`src/rtl/jp_pkg.sv`:
```
// Shared definitions for the joypad poller: FSM encoding, button bit positions, timing defaults.
package jp_pkg;

    typedef enum logic [2:0] {
        ST_IDLE,
        ST_LATCH,
        ST_GAP,
        ST_CLK_HI,
        ST_CLK_LO,
        ST_COMMIT
    } poll_state_t;

    localparam int BTN_A      = 0;
    localparam int BTN_B      = 1;
    localparam int BTN_SELECT = 2;
    localparam int BTN_START  = 3;
    localparam int BTN_UP     = 4;
    localparam int BTN_DOWN   = 5;
    localparam int BTN_LEFT   = 6;
    localparam int BTN_RIGHT  = 7;

    localparam int NUM_PORTS = 2;

    // 25 MHz clock: 150 cycles = 6 us pad half-bit, 416667 cycles = 60 Hz poll rate
    localparam int CLK_DIV_DEFAULT     = 150;
    localparam int POLL_PERIOD_DEFAULT = 416667;

endpackage

```
`src/rtl/jp_shadow4021.sv`:
```
// Emulated 4021 parallel-in/serial-out register presented to rp2a03 for one port.
module jp_shadow4021
    import jp_pkg::*;
(
    input  logic       clk_25,
    input  logic       rst,
    input  logic       latch,
    input  logic       shift_clk,
    input  logic [7:0] btn,
    output logic       data
);

    logic [7:0] shadow;
    logic       shift_clk_prev;

    // Latch has priority over a coincident clock edge; shifting back-fills with 1 (released).
    always_ff @(posedge clk_25 or posedge rst) begin
        if (rst) begin
            shadow         <= 8'hFF;
            shift_clk_prev <= 1'b1;
        end else begin
            shift_clk_prev <= shift_clk;
            if (latch) begin
                shadow <= ~btn;
            end else if (shift_clk && !shift_clk_prev) begin
                shadow <= {1'b1, shadow[7:1]};
            end
        end
    end

    assign data = shadow[0];

endmodule

```
`src/rtl/jp_poller.sv`:
```
// Autonomous NES pad poller with debounced button images and emulated 4021 outputs to rp2a03.
// Optional: define JP_DISCONNECT_DETECT_EN to track pad presence and mask absent ports.
module jp_poller
    import jp_pkg::*;
#(
    parameter int CLK_DIV     = CLK_DIV_DEFAULT,
    parameter int POLL_PERIOD = POLL_PERIOD_DEFAULT
) (
    input  logic       clk_25,
    input  logic       rst,
    input  logic       poll_req,
    input  logic [1:0] pad_data_in,
    output logic       pad_latch_out,
    output logic       pad_clk_out,
    input  logic       emu_latch_in,
    input  logic [1:0] emu_clk_in,
    output logic [1:0] emu_data_out,
    output logic [7:0] btn1_out,
    output logic [7:0] btn2_out,
    output logic [1:0] connected_out,
    output logic       busy_out
);

    localparam int DIV_W   = (CLK_DIV > 1) ? $clog2(CLK_DIV) : 1;
    localparam int TIMER_W = (POLL_PERIOD > 1) ? $clog2(POLL_PERIOD) : 1;

    logic [1:0]         pad_sync1;
    logic [1:0]         pad_sync;
    logic [TIMER_W-1:0] timer_q;
    logic               tick;
    logic               start;
    poll_state_t        state;
    logic [DIV_W-1:0]   div_q;
    logic               div_end;
    logic               latch_half;
    logic [2:0]         bit_idx;
    logic [1:0][7:0]    temp_q;
    logic [1:0]         shadow_data;

    // Two-flop synchroniser; resets low so presence detection only trusts real pin activity.
    always_ff @(posedge clk_25 or posedge rst) begin
        if (rst) begin
            pad_sync1 <= 2'b00;
            pad_sync  <= 2'b00;
        end else begin
            pad_sync1 <= pad_data_in;
            pad_sync  <= pad_sync1;
        end
    end

    always_ff @(posedge clk_25 or posedge rst) begin
        if (rst) begin
            timer_q <= '0;
        end else if (tick) begin
            timer_q <= '0;
        end else begin
            timer_q <= timer_q + TIMER_W'(1);
        end
    end

    assign tick    = (timer_q == TIMER_W'(POLL_PERIOD - 1));
    assign start   = tick | poll_req;
    assign div_end = (div_q == DIV_W'(CLK_DIV - 1));

`ifdef JP_DISCONNECT_DETECT_EN
    logic [1:0] connected_q;

    always_ff @(posedge clk_25 or posedge rst) begin
        if (rst) begin
            connected_q <= 2'b00;
        end else begin
            connected_q <= connected_q | pad_sync;
        end
    end

    assign connected_out = connected_q;
`else
    assign connected_out = 2'b11;
`endif

    // Poll sequencer; LATCH spans two divider periods, tracked by latch_half.
    always_ff @(posedge clk_25 or posedge rst) begin
        if (rst) begin
            state         <= ST_IDLE;
            div_q         <= '0;
            latch_half    <= 1'b0;
            bit_idx       <= 3'd0;
            temp_q        <= '0;
            pad_latch_out <= 1'b0;
            pad_clk_out   <= 1'b1;
            busy_out      <= 1'b0;
            btn1_out      <= 8'h00;
            btn2_out      <= 8'h00;
        end else begin
            if (state == ST_IDLE || state == ST_COMMIT || div_end) begin
                div_q <= '0;
            end else begin
                div_q <= div_q + DIV_W'(1);
            end

            case (state)
                ST_IDLE: begin
                    if (start) begin
                        state         <= ST_LATCH;
                        busy_out      <= 1'b1;
                        pad_latch_out <= 1'b1;
                        latch_half    <= 1'b0;
                    end
                end
                ST_LATCH: begin
                    if (div_end) begin
                        latch_half <= ~latch_half;
                        if (latch_half) begin
                            state         <= ST_GAP;
                            pad_latch_out <= 1'b0;
                        end
                    end
                end
                ST_GAP: begin
                    if (div_end) begin
                        for (int p = 0; p < NUM_PORTS; p++) begin
                            temp_q[p][0] <= ~pad_sync[p];
                        end
                        bit_idx     <= 3'd1;
                        state       <= ST_CLK_HI;
                        pad_clk_out <= 1'b0;
                    end
                end
                ST_CLK_HI: begin
                    if (div_end) begin
                        state       <= ST_CLK_LO;
                        pad_clk_out <= 1'b1;
                    end
                end
                ST_CLK_LO: begin
                    if (div_end) begin
                        for (int p = 0; p < NUM_PORTS; p++) begin
                            temp_q[p][bit_idx] <= ~pad_sync[p];
                        end
                        if (bit_idx == 3'd7) begin
                            state <= ST_COMMIT;
                        end else begin
                            bit_idx     <= bit_idx + 3'd1;
                            state       <= ST_CLK_HI;
                            pad_clk_out <= 1'b0;
                        end
                    end
                end
                ST_COMMIT: begin
                    btn1_out <= temp_q[0] & {8{connected_out[0]}};
                    btn2_out <= temp_q[1] & {8{connected_out[1]}};
                    busy_out <= 1'b0;
                    state    <= ST_IDLE;
                end
                default: begin
                    state <= ST_IDLE;
                end
            endcase
        end
    end

    jp_shadow4021 u_shadow1 (
        .clk_25    (clk_25),
        .rst       (rst),
        .latch     (emu_latch_in),
        .shift_clk (emu_clk_in[0]),
        .btn       (btn1_out),
        .data      (shadow_data[0])
    );

    jp_shadow4021 u_shadow2 (
        .clk_25    (clk_25),
        .rst       (rst),
        .latch     (emu_latch_in),
        .shift_clk (emu_clk_in[1]),
        .btn       (btn2_out),
        .data      (shadow_data[1])
    );

    // An absent port always reads as released toward the CPU.
    assign emu_data_out = shadow_data | ~connected_out;

endmodule

```
`config.mk`:
```
export PLATFORM = sky130hd
export DESIGN_NAME = jp_poller
export DESIGN_NICKNAME = d
export VERILOG_FILES = /design/src/rtl/jp_pkg.sv /design/src/rtl/jp_shadow4021.sv /design/src/rtl/jp_poller.sv
export SDC_FILE = /design/constraint.sdc
export NUM_CORES = 1
export LEC_CHECK = 0
export BUFFER_PORTS_ARGS = -buffer_cell sky130_fd_sc_hd__buf_4
export CORE_MARGIN = 2
export CORE_UTILIZATION = 40
export DETAILED_ROUTE_END_ITERATION = 10
export PLACE_DENSITY = 0.56
export SETUP_SLACK_MARGIN = 0.5
export SLEW_MARGIN = 20
export SYNTH_ARGS = -nofsm -noshare
export SYNTH_HDL_FRONTEND = slang
export SYNTH_SLANG_ARGS = --single-unit
export TNS_END_PERCENT = 100
```
`constraint.sdc`:
```
create_clock -name clk_25 -period 3.5 [get_ports clk_25]
set_input_delay 1.05 -clock clk_25 [delete_from_list [all_inputs] [get_ports clk_25]]
set_output_delay 1.05 -clock clk_25 [all_outputs]
set_load 0.02 [all_outputs]
```
* Word-level counts from Yosys, hierarchy flattened *
Cells that the tools add are included.
W data, S select, Z words.

word-level totals
  bits in registers = 91
  word-level logic and storage cells = 108

operators by class
  $add $sub $neg = 3
  reduce and logical (&&, ||, !) cells = 22
  bitwise gates (word level) = 6
  mux-type cells = 40
  equal/unequal tests = 15
  $lt $le $gt $ge = 2

operators by type and width
  cell                     number
  $mux W8                  5
  $mux W3                  10
  $add A19 B1 Y19 const B  1
  $eq A19 B19 Y1 const B   1
  $mux W19                 1
  $bwmux W8                2
  $not A8 Y8               2
  $pmux W3 S5              1
  $ne A2 B2 Y1 const B     7
  $mux W1                  12
  $pmux W1 S2              5
  $reduce_bool A2 Y1       5
  $eq A3 B3 Y1 const B     3
  $mux W9                  1
  $add A8 B1 Y8 const B    1
  $eq A8 B8 Y1 const B     1
  $reduce_and A4 Y1        2
  $eq A3 B2 Y1 const B     2
  $pmux W3 S2              1
  $reduce_and A3 Y1        2
  $reduce_and A6 Y1        1
  $reduce_and A5 Y1        1
  $lt A3 B4 Y1 const B     1
  $reduce_and A2 Y1        2
  12 further kinds         18

* Logic depth before layout (Yosys ltp) *
  depth in word-level cells = 7
  gate-level depth with buffers = 7

* By module *
Synthesis repeated with hierarchy kept, for this count alone.

second synthesis, totals
  cells, all modules = 380
  area, all modules = 4202.8 µm²

modules (own cells, without submodules)
  module         area each (µm²)  times used  cells each  sequential area each (µm²)
  jp_poller      3256.9           1           306         1828.0
  jp_shadow4021  473.0            2           37          236.5

* Worst setup path before layout *
Ideal clock, no wire load.

  path kind = in2reg
  start = input port emu_clk_in[0]
  end = register u_shadow1.shadow[4]
  library setup time = 0.093 ns
  arrival = 1.843 ns
  path slack = 1.564 ns
  path buffers = 1
  stages on the path = 5
  cells stage by stage = nand2b_1 clkbuf_1 mux2_2 nor2_1 a21oi_1

on the way
  word-level cells in the longest chain between the ends = 2

RTL lines
  item                          line                 source
  start, declared               jp_poller.sv:16      input logic [1:0] emu_clk_in,
  $logic_and A1 B1 Y1           jp_shadow4021.sv:25  end else if (shift_clk && !shift_clk_prev) begin
  $reduce_bool A2 Y1 (no line)  -
  end signal, assigned          jp_shadow4021.sv:24  shadow <= ~btn;
  end signal, assigned          jp_shadow4021.sv:26  shadow <= {1'b1, shadow[7:1]};
  end, declared                 jp_shadow4021.sv:13  logic [7:0] shadow;

Every way passes these cells.
A chain may end at the register's enable or synchronous reset.

* Worst setup path in the final report *
  start = register div_q[5]
  end = register temp_q[14] (netlist name)

on the way
  word-level cells in the longest chain between the ends = 2

RTL lines
  item                           line              source
  start, declared                jp_poller.sv:33   logic [DIV_W-1:0] div_q;
  start signal, assigned         jp_poller.sv:98   div_q <= div_q + DIV_W'(1);
  $eq A8 B8 Y1                   jp_poller.sv:63   assign div_end = (div_q == DIV_W'(CLK_DIV - 1));
  $reduce_and A2 Y1 (no line)    -
  end signal, assigned by index  jp_poller.sv:122  temp_q[p][0] <= ~pad_sync[p];
  end signal, assigned by index  jp_poller.sv:138  temp_q[p][bit_idx] <= ~pad_sync[p];
  end, declared                  jp_poller.sv:37   logic [1:0][7:0] temp_q;

Every way passes these cells.

==> flow_summary.toml <==
[clock_tree]
post_cts_resized = 0
clock_latency_ps = 370
path_clk_slew_ps = 100
cts_max_level = 3
cts_sinks = 91
ctsHoldBuffers = 0
postCtsSetupBuffers = 0
numCtsBuffers = 9
clockRootBuffer = "clkbuf_8"
cts_buffer_depth = 2
cts_tree = "yes"

[setup_path]
crit_path_end_kind = "flop"
cp_max_fo = 11
cp_cell_sequence = "nor4bb_1 -> nand4b_1 -> nor4_1 -> mux2i_1"
crit_type = "reg -> reg"
cp-start-kind = "flop"
slowest_stage = "nor4_1"
cp.arrival_ps = 2490
critical_path.max_stage_delay_ps = 660
crit_family = "simple AND/OR/NAND/NOR gates"
worstPathRequired_ps = 3790
critical_path_buf_inv_count = 0

[global_route]
grt_max_degree = 42
grt_first_pass_wirelength_mm = 12.7
grt_overflow_total = 0
antenna_found_initial = 0
grt.total_usage = 0.142
use_met1 = 0.193
global_route.usage.met3 = 0.0383
busiest_layer = "met2"
first_global_vias = 2656
use_met2 = 0.219

[logic_synthesis]
yosysTopAreaCell = "dfrtp_1"
netlist.area_leader.share = 0.437
syn_inst = 378
ys_seq_area_frac = 0.558
yosys-top-cells-area = "dfrtp_1, dfstp_2, mux2_2"
synth-edff-count = 0
netlist_area_mm2 = 0.00413
ys_types = 48
async_flop_share = 1.00
ys_ff_latch = 91
yosysWarnings = 0
avgSynthCellArea_um2 = 10.9
synth_flop_cell = "dfrtp_1"

[detailed_routing]
first_pass_iters = 4
vias_per_cell = 4.81
drt_iter0_drc = 73
avgRoutedWirePerCell_um = 12.9
ant_nets = 0
drc_errors = 0
routed_wl_mm = 7.02
via_count = 2608

[timing]
max_freq_mhz = 454
fin_crit_sh = 0.630
setup_viol = 0
min_period_ps = 2210
clock_skew_ps = 15.9
hold_viol = 0
maxSlewViolCount = 0
relSlewSlack = 0.394
rsz0062_at_grt = "false"
setup-tns-final_ps = 0
worst_slew_pin_slew_ps = 907

[final_layout]
multiInputGateArea_mm2 = 0.00163
layout-drive-gt1-share = 0.234
seq_area_mm2 = 0.00230
post-route-cell-area_mm2 = 0.00461
layout_common_cells = "dfrtp_1, nor2_1, buf_4"
fin_nets = 415
n_fill_cell = 973
antenna_cells = 0
area_delta_synth_final_pct = 11.9
mostFrequentLayoutCell = "dfrtp_1"

[power]
p_sw_frac = 0.237
pwr-share-comb = 0.024
clkPwrFrac = 0.378
ir_drop_mv = 0.159
sequentialPowerShare = 0.598
cellLeakagePower_nw = 1.99
p_int_mw = 1.35
power.switching_uw = 420
powerDensity_mw_per_mm2 = 384

[floorplanning]
initial_utilization = 0.405
die_w_um = 106
pin_count = 31
die_area_mm2 = 0.0111
fp-row-count = 37
design.core.area_mm2 = 0.0102
die_y_um = 106

[status]
status = "finished clean"

[flow_run]
drv_cap = 0

[place]
place_area_mm2 = 0.00443
dpl.hpwl_mm = 4.88
port-buffer-count = 28
gp_congestion = 0.828

[hold_path]
hold_class = "reg -> reg"
## through the flow
step,util,std cells,setup slack [ps],power [mW],hold slack [ps]
finish,0.453,542,1290,1.77,353
global route,0.453,542,1110,1.85,364
CTS,0.453,542,1300,1.81,356
detailed placement,0.435,526,1340,1.13,336
global placement,0.435,526,1380,1.12,342
floorplan,-,379,1400,1.11,331
## synthesized netlist by cell type, drive strengths merged (6+ instances only)
master / number
a21oi: 20
buf: 9
clkbuf: 11
dfrtp: 72
dfstp: 19
ha: 6
inv: 20
mux2: 17
mux2i: 11
nand2: 28
nand3: 12
nor2: 49
nor3: 6
nor4: 6
o21ai: 25
xnor2: 10
xor2: 13
## routing by layer
layer / up-vias / wire [um]
met5: - / 0
met4: 0 / 125
met3: 11 / 261
met2: 35 / 3080
met1: 1243 / 3540
li1: 1319 / -
## state kept, by name (all words and copies together) (netlist names), 8 cells and up
register and count:
u_shadow2.shadow 8, btn2_out 8, temp_q 16, btn1_out 8
div_q 8, u_shadow1.shadow 8, timer_q 19
## area by class of cell
type,instances,area share
clock buffer,10,0.0298
clock inverter,6,0.0106
inverter,20,0.0171
multi-input combinational,248,0.354
sequential,91,0.499
tap,136,0.0369
timing repair buffer,31,0.0531
## power by group through the flow
stage	registers [mW]	clock network (mW)	logic, mW
after floorplan	1.08	0	0.0325
after global placement	1.08	0	0.0450
after detailed placement	1.08	0	0.0454
after CTS	1.06	0.702	0.0454
after global routing	1.06	0.743	0.0502
final	1.06	0.670	0.0431
## path summary, 6_finish.rpt
| path | start | end | slack, ps | depth (start not counted) |
|---|---|---|---|---|
| max | div_q[5] | temp_q[14] | 1290 | 4 |
| min | pad_sync1[1] | pad_sync[1] | 350 | 0 |
| max reg2reg | div_q[5] | temp_q[14] | 1290 | 4 |
| min reg2reg | pad_sync1[1] | pad_sync[1] | 350 | 0 |
| max in group asynchronous | rst | u_shadow2.shadow[4] | 1900 | 3 |
| min in group asynchronous | rst | timer_q[14] | 870 | 2 |
## cells by family (layout without fill, tap and decap cells)
group | count (synthesis) | in the layout | synth area share
AND/OR/NAND/NOR | 131 | 131 | 0.174
flip-flops | 91 | 91 | 0.558
AO/OA/AOI/OAI | 58 | 58 | 0.0795
buffers and inverters | 40 | 67 | 0.0473
multiplexers | 28 | 28 | 0.0731
XOR/XNOR | 23 | 23 | 0.0488
adder cells (fa/ha/maj) | 6 | 6 | 0.0182
other | 1 | 2 | 0.000909
Note: power is estimated with default switching activity, not from simulation.
